$ cat src/rtl/dft_pkg.sv
// Shared types, Q-format helpers and twiddle generation for the dft_engine slice.
// Twiddles are round((2^(TW-1)-1) * cos/sin(2*pi*m/N)) and are evaluated at elaboration time only.
package dft_pkg;

    typedef enum logic [1:0] {
        IDLE    = 2'd0,
        LOAD    = 2'd1,
        COMPUTE = 2'd2,
        EMIT    = 2'd3
    } state_t;

    localparam int  TW_DEFAULT = 16;
    localparam real TWO_PI     = 6.283185307179586476925;

    // Fraction bits of a Q1.(tw-1) twiddle.
    function automatic int q_frac_bits(input int tw);
        return tw - 1;
    endfunction

    // Largest positive twiddle magnitude; +1.0 itself is not representable.
    function automatic int q_one(input int tw);
        return (1 << (tw - 1)) - 1;
    endfunction

    // Half an output LSB, added before the arithmetic shift for round-half-up.
    function automatic int q_half_lsb(input int tw);
        return 1 << (tw - 2);
    endfunction

    // Round-to-nearest (ties away from zero) twiddle component for index m of an n-point table.
    function automatic int twiddle_q(input int m, input int n, input int tw, input bit want_sin);
        real ang;
        real val;
        ang = TWO_PI * $itor(m) / $itor(n);
        val = $itor(q_one(tw)) * (want_sin ? $sin(ang) : $cos(ang));
        if (val >= 0.0)
            return $rtoi(val + 0.5);
        else
            return -$rtoi(0.5 - val);
    endfunction

endpackage

$ cat src/rtl/dft_twiddle_rom.sv
// N-entry (cos, sin) twiddle table with a registered read port.
// Contents are elaboration-time constants so the table maps to ROM or distributed logic.
module dft_twiddle_rom
    import dft_pkg::*;
#(
    parameter int N  = 16,
    parameter int TW = 16
) (
    input  logic                     clk,
    input  logic [$clog2(N)-1:0]     addr,
    output logic signed [TW-1:0]     cos_q,
    output logic signed [TW-1:0]     sin_q
);
    logic signed [TW-1:0] cos_tab [N];
    logic signed [TW-1:0] sin_tab [N];

    for (genvar gi = 0; gi < N; gi++) begin : g_tab
        localparam logic signed [TW-1:0] COS_V = TW'(twiddle_q(gi, N, TW, 1'b0));
        localparam logic signed [TW-1:0] SIN_V = TW'(twiddle_q(gi, N, TW, 1'b1));
        assign cos_tab[gi] = COS_V;
        assign sin_tab[gi] = SIN_V;
    end

    always_ff @(posedge clk) begin
        cos_q <= cos_tab[addr];
        sin_q <= sin_tab[addr];
    end

endmodule

$ cat src/rtl/dft_engine.sv
// Direct-form DFT: load N samples, then one complex MAC per cycle per bin, bins emitted in order.
// Build option DFT_SAT_EN: saturate each result to W bits; otherwise the low W bits are kept (wrap).
module dft_engine
    import dft_pkg::*;
#(
    parameter int N  = 16,
    parameter int W  = 16,
    parameter int TW = 16
) (
    input  logic                     clk,
    input  logic                     reset,
    input  logic                     in_valid,
    output logic                     in_ready,
    input  logic signed [W-1:0]      in_re,
    input  logic signed [W-1:0]      in_im,
    input  logic                     inverse,
    output logic                     out_valid,
    input  logic                     out_ready,
    output logic signed [W-1:0]      out_re,
    output logic signed [W-1:0]      out_im,
    output logic [$clog2(N)-1:0]     out_idx,
    output logic                     busy
);
    localparam int LW   = $clog2(N);
    localparam int PW   = W + TW;
    localparam int SW   = PW + 1;
    localparam int AW   = W + TW + LW;
    localparam int FRAC = q_frac_bits(TW);
    localparam logic signed [AW-1:0] ROUND_BIAS = AW'(q_half_lsb(TW));
    localparam logic [LW-1:0]        LAST       = LW'(N - 1);

    state_t               state_reg;
    logic [LW-1:0]        samp_cnt_reg;
    logic [LW-1:0]        bin_reg;
    logic [LW-1:0]        j_reg;
    logic [LW-1:0]        tw_idx_reg;
    logic                 issue_reg;
    logic                 mac_valid_reg;
    logic                 mac_last_reg;
    logic                 inv_reg;
    logic                 in_ready_reg;
    logic                 out_valid_reg;
    logic signed [W-1:0]  out_re_reg;
    logic signed [W-1:0]  out_im_reg;
    logic [LW-1:0]        out_idx_reg;
    logic signed [AW-1:0] acc_re_reg;
    logic signed [AW-1:0] acc_im_reg;

    logic signed [W-1:0]  mem_re [N];
    logic signed [W-1:0]  mem_im [N];
    logic signed [W-1:0]  x_re_reg;
    logic signed [W-1:0]  x_im_reg;
    logic signed [TW-1:0] cos_q;
    logic signed [TW-1:0] sin_q;
    logic                 load_fire;

    assign load_fire = in_valid && in_ready_reg && (state_reg == IDLE || state_reg == LOAD);

    // Sample store: written in arrival order, read one cycle ahead of the MAC alongside the twiddle.
    always_ff @(posedge clk) begin
        if (load_fire) begin
            mem_re[samp_cnt_reg] <= in_re;
            mem_im[samp_cnt_reg] <= in_im;
        end
        x_re_reg <= mem_re[j_reg];
        x_im_reg <= mem_im[j_reg];
    end

    dft_twiddle_rom #(
        .N  (N),
        .TW (TW)
    ) u_rom (
        .clk   (clk),
        .addr  (tw_idx_reg),
        .cos_q (cos_q),
        .sin_q (sin_q)
    );

    logic signed [PW-1:0] prod_rc;
    logic signed [PW-1:0] prod_is;
    logic signed [PW-1:0] prod_ic;
    logic signed [PW-1:0] prod_rs;
    logic signed [SW-1:0] term_re;
    logic signed [SW-1:0] term_im;
    logic signed [AW-1:0] acc_re_next;
    logic signed [AW-1:0] acc_im_next;

    // The inverse transform conjugates the twiddle, which only flips the sign of the sine terms.
    always_comb begin
        prod_rc = PW'(x_re_reg) * PW'(cos_q);
        prod_is = PW'(x_im_reg) * PW'(sin_q);
        prod_ic = PW'(x_im_reg) * PW'(cos_q);
        prod_rs = PW'(x_re_reg) * PW'(sin_q);
        if (inv_reg) begin
            term_re = SW'(prod_rc) - SW'(prod_is);
            term_im = SW'(prod_ic) + SW'(prod_rs);
        end else begin
            term_re = SW'(prod_rc) + SW'(prod_is);
            term_im = SW'(prod_ic) - SW'(prod_rs);
        end
        acc_re_next = acc_re_reg + AW'(term_re);
        acc_im_next = acc_im_reg + AW'(term_im);
    end

`ifdef DFT_SAT_EN
    localparam logic signed [AW-1:0] SAT_MAX = {{(AW-W+1){1'b0}}, {(W-1){1'b1}}};
    localparam logic signed [AW-1:0] SAT_MIN = {{(AW-W+1){1'b1}}, {(W-1){1'b0}}};
`endif

    function automatic logic signed [W-1:0] round_reduce(input logic signed [AW-1:0] acc);
        logic signed [AW-1:0] rounded;
        rounded = (acc + ROUND_BIAS) >>> FRAC;
`ifdef DFT_SAT_EN
        if (rounded > SAT_MAX)
            rounded = SAT_MAX;
        else if (rounded < SAT_MIN)
            rounded = SAT_MIN;
`endif
        return rounded[W-1:0];
    endfunction

    // Control FSM. MAC j uses data read during the previous cycle, so a bin spends N+1 cycles in COMPUTE.
    always_ff @(posedge clk) begin
        if (reset) begin
            state_reg     <= IDLE;
            samp_cnt_reg  <= '0;
            bin_reg       <= '0;
            j_reg         <= '0;
            tw_idx_reg    <= '0;
            issue_reg     <= 1'b0;
            mac_valid_reg <= 1'b0;
            mac_last_reg  <= 1'b0;
            inv_reg       <= 1'b0;
            in_ready_reg  <= 1'b0;
            out_valid_reg <= 1'b0;
            out_re_reg    <= '0;
            out_im_reg    <= '0;
            out_idx_reg   <= '0;
            acc_re_reg    <= '0;
            acc_im_reg    <= '0;
        end else begin
            case (state_reg)
                IDLE: begin
                    in_ready_reg <= 1'b1;
                    if (load_fire) begin
                        inv_reg      <= inverse;
                        samp_cnt_reg <= samp_cnt_reg + LW'(1);
                        state_reg    <= LOAD;
                    end
                end
                LOAD: begin
                    if (load_fire) begin
                        samp_cnt_reg <= samp_cnt_reg + LW'(1);
                        if (samp_cnt_reg == LAST) begin
                            state_reg    <= COMPUTE;
                            in_ready_reg <= 1'b0;
                            bin_reg      <= '0;
                            j_reg        <= '0;
                            tw_idx_reg   <= '0;
                            issue_reg    <= 1'b1;
                            acc_re_reg   <= '0;
                            acc_im_reg   <= '0;
                        end
                    end
                end
                COMPUTE: begin
                    if (issue_reg) begin
                        j_reg      <= j_reg + LW'(1);
                        tw_idx_reg <= tw_idx_reg + bin_reg;
                        if (j_reg == LAST)
                            issue_reg <= 1'b0;
                    end
                    mac_valid_reg <= issue_reg;
                    mac_last_reg  <= issue_reg && (j_reg == LAST);
                    if (mac_valid_reg) begin
                        acc_re_reg <= acc_re_next;
                        acc_im_reg <= acc_im_next;
                        if (mac_last_reg) begin
                            out_re_reg    <= round_reduce(acc_re_next);
                            out_im_reg    <= round_reduce(acc_im_next);
                            out_idx_reg   <= bin_reg;
                            out_valid_reg <= 1'b1;
                            state_reg     <= EMIT;
                        end
                    end
                end
                EMIT: begin
                    if (out_ready) begin
                        out_valid_reg <= 1'b0;
                        acc_re_reg    <= '0;
                        acc_im_reg    <= '0;
                        if (bin_reg == LAST) begin
                            state_reg    <= IDLE;
                            in_ready_reg <= 1'b1;
                            bin_reg      <= '0;
                        end else begin
                            state_reg  <= COMPUTE;
                            bin_reg    <= bin_reg + LW'(1);
                            j_reg      <= '0;
                            tw_idx_reg <= '0;
                            issue_reg  <= 1'b1;
                        end
                    end
                end
                default: state_reg <= IDLE;
            endcase
        end
    end

    assign in_ready  = in_ready_reg;
    assign out_valid = out_valid_reg;
    assign out_re    = out_re_reg;
    assign out_im    = out_im_reg;
    assign out_idx   = out_idx_reg;
    assign busy      = (state_reg != IDLE);

endmodule

$ cat config.mk
export PLATFORM = sky130hd
export DESIGN_NAME = dft_engine
export DESIGN_NICKNAME = d
export VERILOG_FILES = /design/src/rtl/dft_pkg.sv /design/src/rtl/dft_twiddle_rom.sv /design/src/rtl/dft_engine.sv
export SDC_FILE = /design/constraint.sdc
export NUM_CORES = 2
export LEC_CHECK = 0
export CORE_ASPECT_RATIO = 1.5
export CORE_UTILIZATION = 40
export CTS_CLUSTER_DIAMETER = 80
export CTS_CLUSTER_SIZE = 16
export DETAILED_ROUTE_END_ITERATION = 10
export GPL_ROUTABILITY_DRIVEN = 0
export PLACE_DENSITY = 0.54
export SKIP_CTS_REPAIR_TIMING = 1
export SYNTH_ARGS = -nofsm -noshare
export SYNTH_HDL_FRONTEND = slang
export SYNTH_SLANG_ARGS = --single-unit
$ cat constraint.sdc
create_clock -name clk -period 9.3 [get_ports clk]
set_clock_uncertainty 0.05 [all_clocks]
set_input_delay 1.395 -clock clk [delete_from_list [all_inputs] [get_ports clk]]
set_output_delay 1.395 -clock clk [all_outputs]
set_load 0.05 [all_outputs]
==> results.md <==
- Setup repair after global routing could not meet its margin everywhere.
- The data arrival time of the critical path is 10.41 ns.
- The largest single stage delay on the critical path is between 0.5 and 0.6 ns.
- The die height is about 520 µm.
- The instance area at placement is 82300 µm².
- The fraction of final layout cells with drive strength greater than 1 is 0.216.
- The maximum buffer depth of the clock tree is 3.
- In the final routed layout, each cell accounts on average for 20.7 µm.
- The total count of max-transition violations in the final report is 0.
- Counting every net in the synthesized netlist gives 8106.
- The largest registers in the layout are mem_im: 256 flops, mem_re: 256 flops.
- Pin placement for this block handled 76 I/O pins.
- The slowest stage of the critical path is the sky130_fd_sc_hd__fa_2 cell.
- For this run, the post-layout net count is 9125.
- The flow ran to the end, but the final reports show violations.
- STA puts the critical path data required time at 9.87 ns.
- From synthesis to final layout, the design area changed by 21.0%.
- The library cell with the largest summed area after synthesis is sky130_fd_sc_hd__fa_1.
- The detailed-route wire length is 206000 µm.
- Based on the critical path, the design can be clocked at up to 102 MHz.
- The type of the worst setup path is register to register.
- The clock net sink count is 688.
- After the flow finishes, the layout carries non-filler instances totaling a little under 10000.
- The die covers 178000 µm².
- Hold is met by 0.406 ns.
- The post-route fraction of the period consumed by the critical path is 1.06.
- The clock root buffer is sky130_fd_sc_hd__clkbuf_16.
- At the later pin of the worst-skew pair, clock insertion delay measures 0.68 ns.
- The total number of vias is 50000.
- At the pin with the least slew margin, the transition time is 0.969 ns.
- Buffers inserted during clock tree synthesis total 54.
- Using the TritonRoute via totals, the vias-per-cell ratio works out to 5.03.
- The total number of H-tree levels is 2.
- Summed over all nets, the half-perimeter wirelength after detailed placement is 167000 µm.
- The mux cell area share after synthesis is 0.0538.
- The count of placed standard cells including taps is 9790.
- For this run, design rule violations remaining after detail routing come to 0.
- The unique cell type count in the Yosys netlist is 93.
- The minimum period implied by the final worst setup slack is 9.84 ns.
- The final reports fail on setup timing.
- The worst setup path is launched from a register.
- The proportion of synthesized flip-flops having asynchronous set or reset is 0.
- The via count of the first global-routing pass came to approximately 54000.
- Ranked by total cell area, the synthesized netlist is headed by sky130_fd_sc_hd__fa_1, sky130_fd_sc_hd__edfxtp_1, sky130_fd_sc_hd__ha_1.
- The area of the multi-input gates is 47000 µm².
- The highest net fanout along the worst path is 12.
- The first-pass iteration count of the detailed router is 5.
- Max-cap violations in this run came to 0.
- The area of the core is approximately 180000 µm².
- The clock tree from TritonCTS is built.
- The critical path contains buffers and inverters numbering 6 combined.
- For this run, the number of Yosys warnings is 0.
- Setup violations remaining at the end of the flow were counted as 31.
- The sort of element at the end of the critical path is a register.
- By area, the combinational part of the netlist is dominated by adder cells.
- Entering global routing, the biggest net connects around 120 pins.
- The share of the synthesized area in the top cell type is 0.290.
- After technology mapping, the gate count stands at 6585.
- After synthesis the cells add up to 70600 µm².
- The cell family with the largest share of critical-path delay is adder cells.
- Counting flops with a built-in enable in the synthesized netlist gives 512.
- In this run the tool buffered the top-level ports with 75 buffer cells.
- After filler insertion, the fill cell instance count of the layout stands at 16200.
- The starting DRC count in detailed routing is 2234.
- The number of nets with antenna violations after routing is 0.
- The number of failing hold endpoints at the final stage came to 0.
- The average size of a mapped cell is about 11 µm².
- The area fraction in compound gates after synthesis is 0.0727.
- The worst hold-check path type is register to register.
- The cell area after layout is 85400 µm².
- Clock-pin slew was measured on the worst setup and hold paths at 0.08 ns.
- The register area is 18900 µm².
- After global routing the overflow that remains totals 0.
- Of the total synthesized cell area, the portion taken by full adders, half adders and majority gates is 0.372.
- The initial antenna violation count is 6.
- The effective utilization at floorplan is 0.403.
- Timing analysis after detailed placement gives a worst setup slack of -0.890 ns.
- The dominant register cell in the synthesized netlist is sky130_fd_sc_hd__edfxtp_1.
- The minimum setup slack in the final design is -0.536 ns.
- The die extent in x is 345 µm.
- Row generation in the floorplan step produced 188 rows.
- In this run the tightest slew margin relative to its limit is 0.353.
- The global-route wire length before repair is 315000 µm.
- For this run, the total global-route usage over all layers was measured as 0.236.
- For this run, the register share of the synthesized area comes to 0.268.
- The post-synthesis simple-gate area fraction is 0.106.
- Synthesis inferred 688 register bits.
- Of the total synthesized cell area, the portion taken by XOR and XNOR cells is 0.0416.
==> cells in the mapped netlist, drive strengths merged (12+ instances only) <==
master  instances
a211oi         52
a21boi         13
a21o           86
a21oi         238
a22oi          59
a31oi          28
and2          358
and3           27
buf            32
clkbuf        209
dfxtp         176
edfxtp        512
fa           1021
ha            463
inv          1375
mux4          161
nand2         456
nand2b         73
nand3          59
nand3b         12
nand4          29
nor2          321
nor2b          34
nor3           56
nor4           12
o211ai         13
o21a           46
o21ai         111
o21bai         21
o31ai          18
or2            15
or3            19
xnor2         223
xor2          107
==> final timing paths <==
path | from | end | slack, ns | cells past startpoint
min reg2reg | out_re[0]$_SDFFE_PP0P_ | out_re[0]$_SDFFE_PP0P_ | 0.41 | 2
max reg2reg | u_rom.sin_q[5]$_DFF_P_ | out_re[13]$_SDFFE_PP0P_ | -0.54 | 44
max | u_rom.sin_q[5]$_DFF_P_ | out_re[13]$_SDFFE_PP0P_ | -0.54 | 44
min | out_re[0]$_SDFFE_PP0P_ | out_re[0]$_SDFFE_PP0P_ | 0.41 | 2
==> final cells by class <==
type                            count  share of cell area
Timing Repair Buffer             1204               0.115
Inverter                         1376              0.0605
Multi-Input combinational cell   4280               0.550
Clock inverter                     12             0.00171
Clock buffer                       87              0.0178
Antenna cell                        3           0.0000879
Sequential cell                   688               0.222
Tap cell                         2280              0.0334
==> tightest hold or removal path, stage by stage (launching register included) <==
cell	delay (ns)
sky130_fd_sc_hd__dfxtp_1	0.31
sky130_fd_sc_hd__nand2_1	0.05
sky130_fd_sc_hd__a21oi_1	0.05
==> through the flow <==
stage | setup TNS [ns] | util
floorplan | -0.317 | -
global placement | -20.62 | 0.470
detailed placement | -22.23 | 0.470
CTS | -23.58 | 0.480
global route | -24.75 | 0.488
finish | -8.73 | 0.488
==> cell families (layout without fill, tap and decap cells) <==
group / count (synthesis) / in the layout
other: 0 / 3
AOI/OAI and AO/OA: 779 / 779
DFF: 688 / 688
and+or+nand+nor: 1508 / 1508
muxes: 177 / 177
buffers and inverters: 1617 / 2679
adders and majority gates: 1484 / 1484
xor gates and xnor gates: 332 / 332
==> layout by cell type (no fill, tap or decap), types with 13 or more instances in the layout <==
master                            count
sky130_fd_sc_hd__fa_1              1015
sky130_fd_sc_hd__a22oi_1             54
sky130_fd_sc_hd__dfxtp_2             22
sky130_fd_sc_hd__o21bai_1            20
sky130_fd_sc_hd__buf_6               15
sky130_fd_sc_hd__a21o_1              86
sky130_fd_sc_hd__edfxtp_1           512
sky130_fd_sc_hd__buf_12              40
sky130_fd_sc_hd__dfxtp_1            149
sky130_fd_sc_hd__and2_1             349
sky130_fd_sc_hd__o21a_1              46
sky130_fd_sc_hd__a21oi_1            203
sky130_fd_sc_hd__nand4_1             29
sky130_fd_sc_hd__clkdlybuf4s50_1     74
sky130_fd_sc_hd__xnor2_2             16
sky130_fd_sc_hd__nor2_1             296
sky130_fd_sc_hd__or3_1               16
sky130_fd_sc_hd__a21oi_2             31
sky130_fd_sc_hd__ha_1               445
sky130_fd_sc_hd__xnor2_1            206
sky130_fd_sc_hd__o21ai_0             85
sky130_fd_sc_hd__clkbuf_1            31
sky130_fd_sc_hd__inv_1             1370
sky130_fd_sc_hd__nor2b_1             26
sky130_fd_sc_hd__and3_1              24
sky130_fd_sc_hd__nor3_1              45
sky130_fd_sc_hd__o211ai_1            13
sky130_fd_sc_hd__a211oi_1            41
sky130_fd_sc_hd__nand2_1            442
sky130_fd_sc_hd__clkbuf_16           56
sky130_fd_sc_hd__nand3_1             54
sky130_fd_sc_hd__nand2b_1            72
sky130_fd_sc_hd__buf_4             1074
sky130_fd_sc_hd__mux4_2             161
sky130_fd_sc_hd__nor2_4              14
sky130_fd_sc_hd__o21ai_1             18
sky130_fd_sc_hd__a31oi_1             22
sky130_fd_sc_hd__xor2_1              98
==> routing by layer <==
layer  vias to the layer above  GRT usage  routed length, µm
li1                      23300          -                  -
met1                     25500      0.252              73200
met2                       791      0.446             113000
met3                       420     0.0171               4720
met4                         4      0.140              15100
met5                         -          0                 22
Power is not shown: default switching activity piles up to over one toggle a cycle in this logic, so the estimate is an artifact.
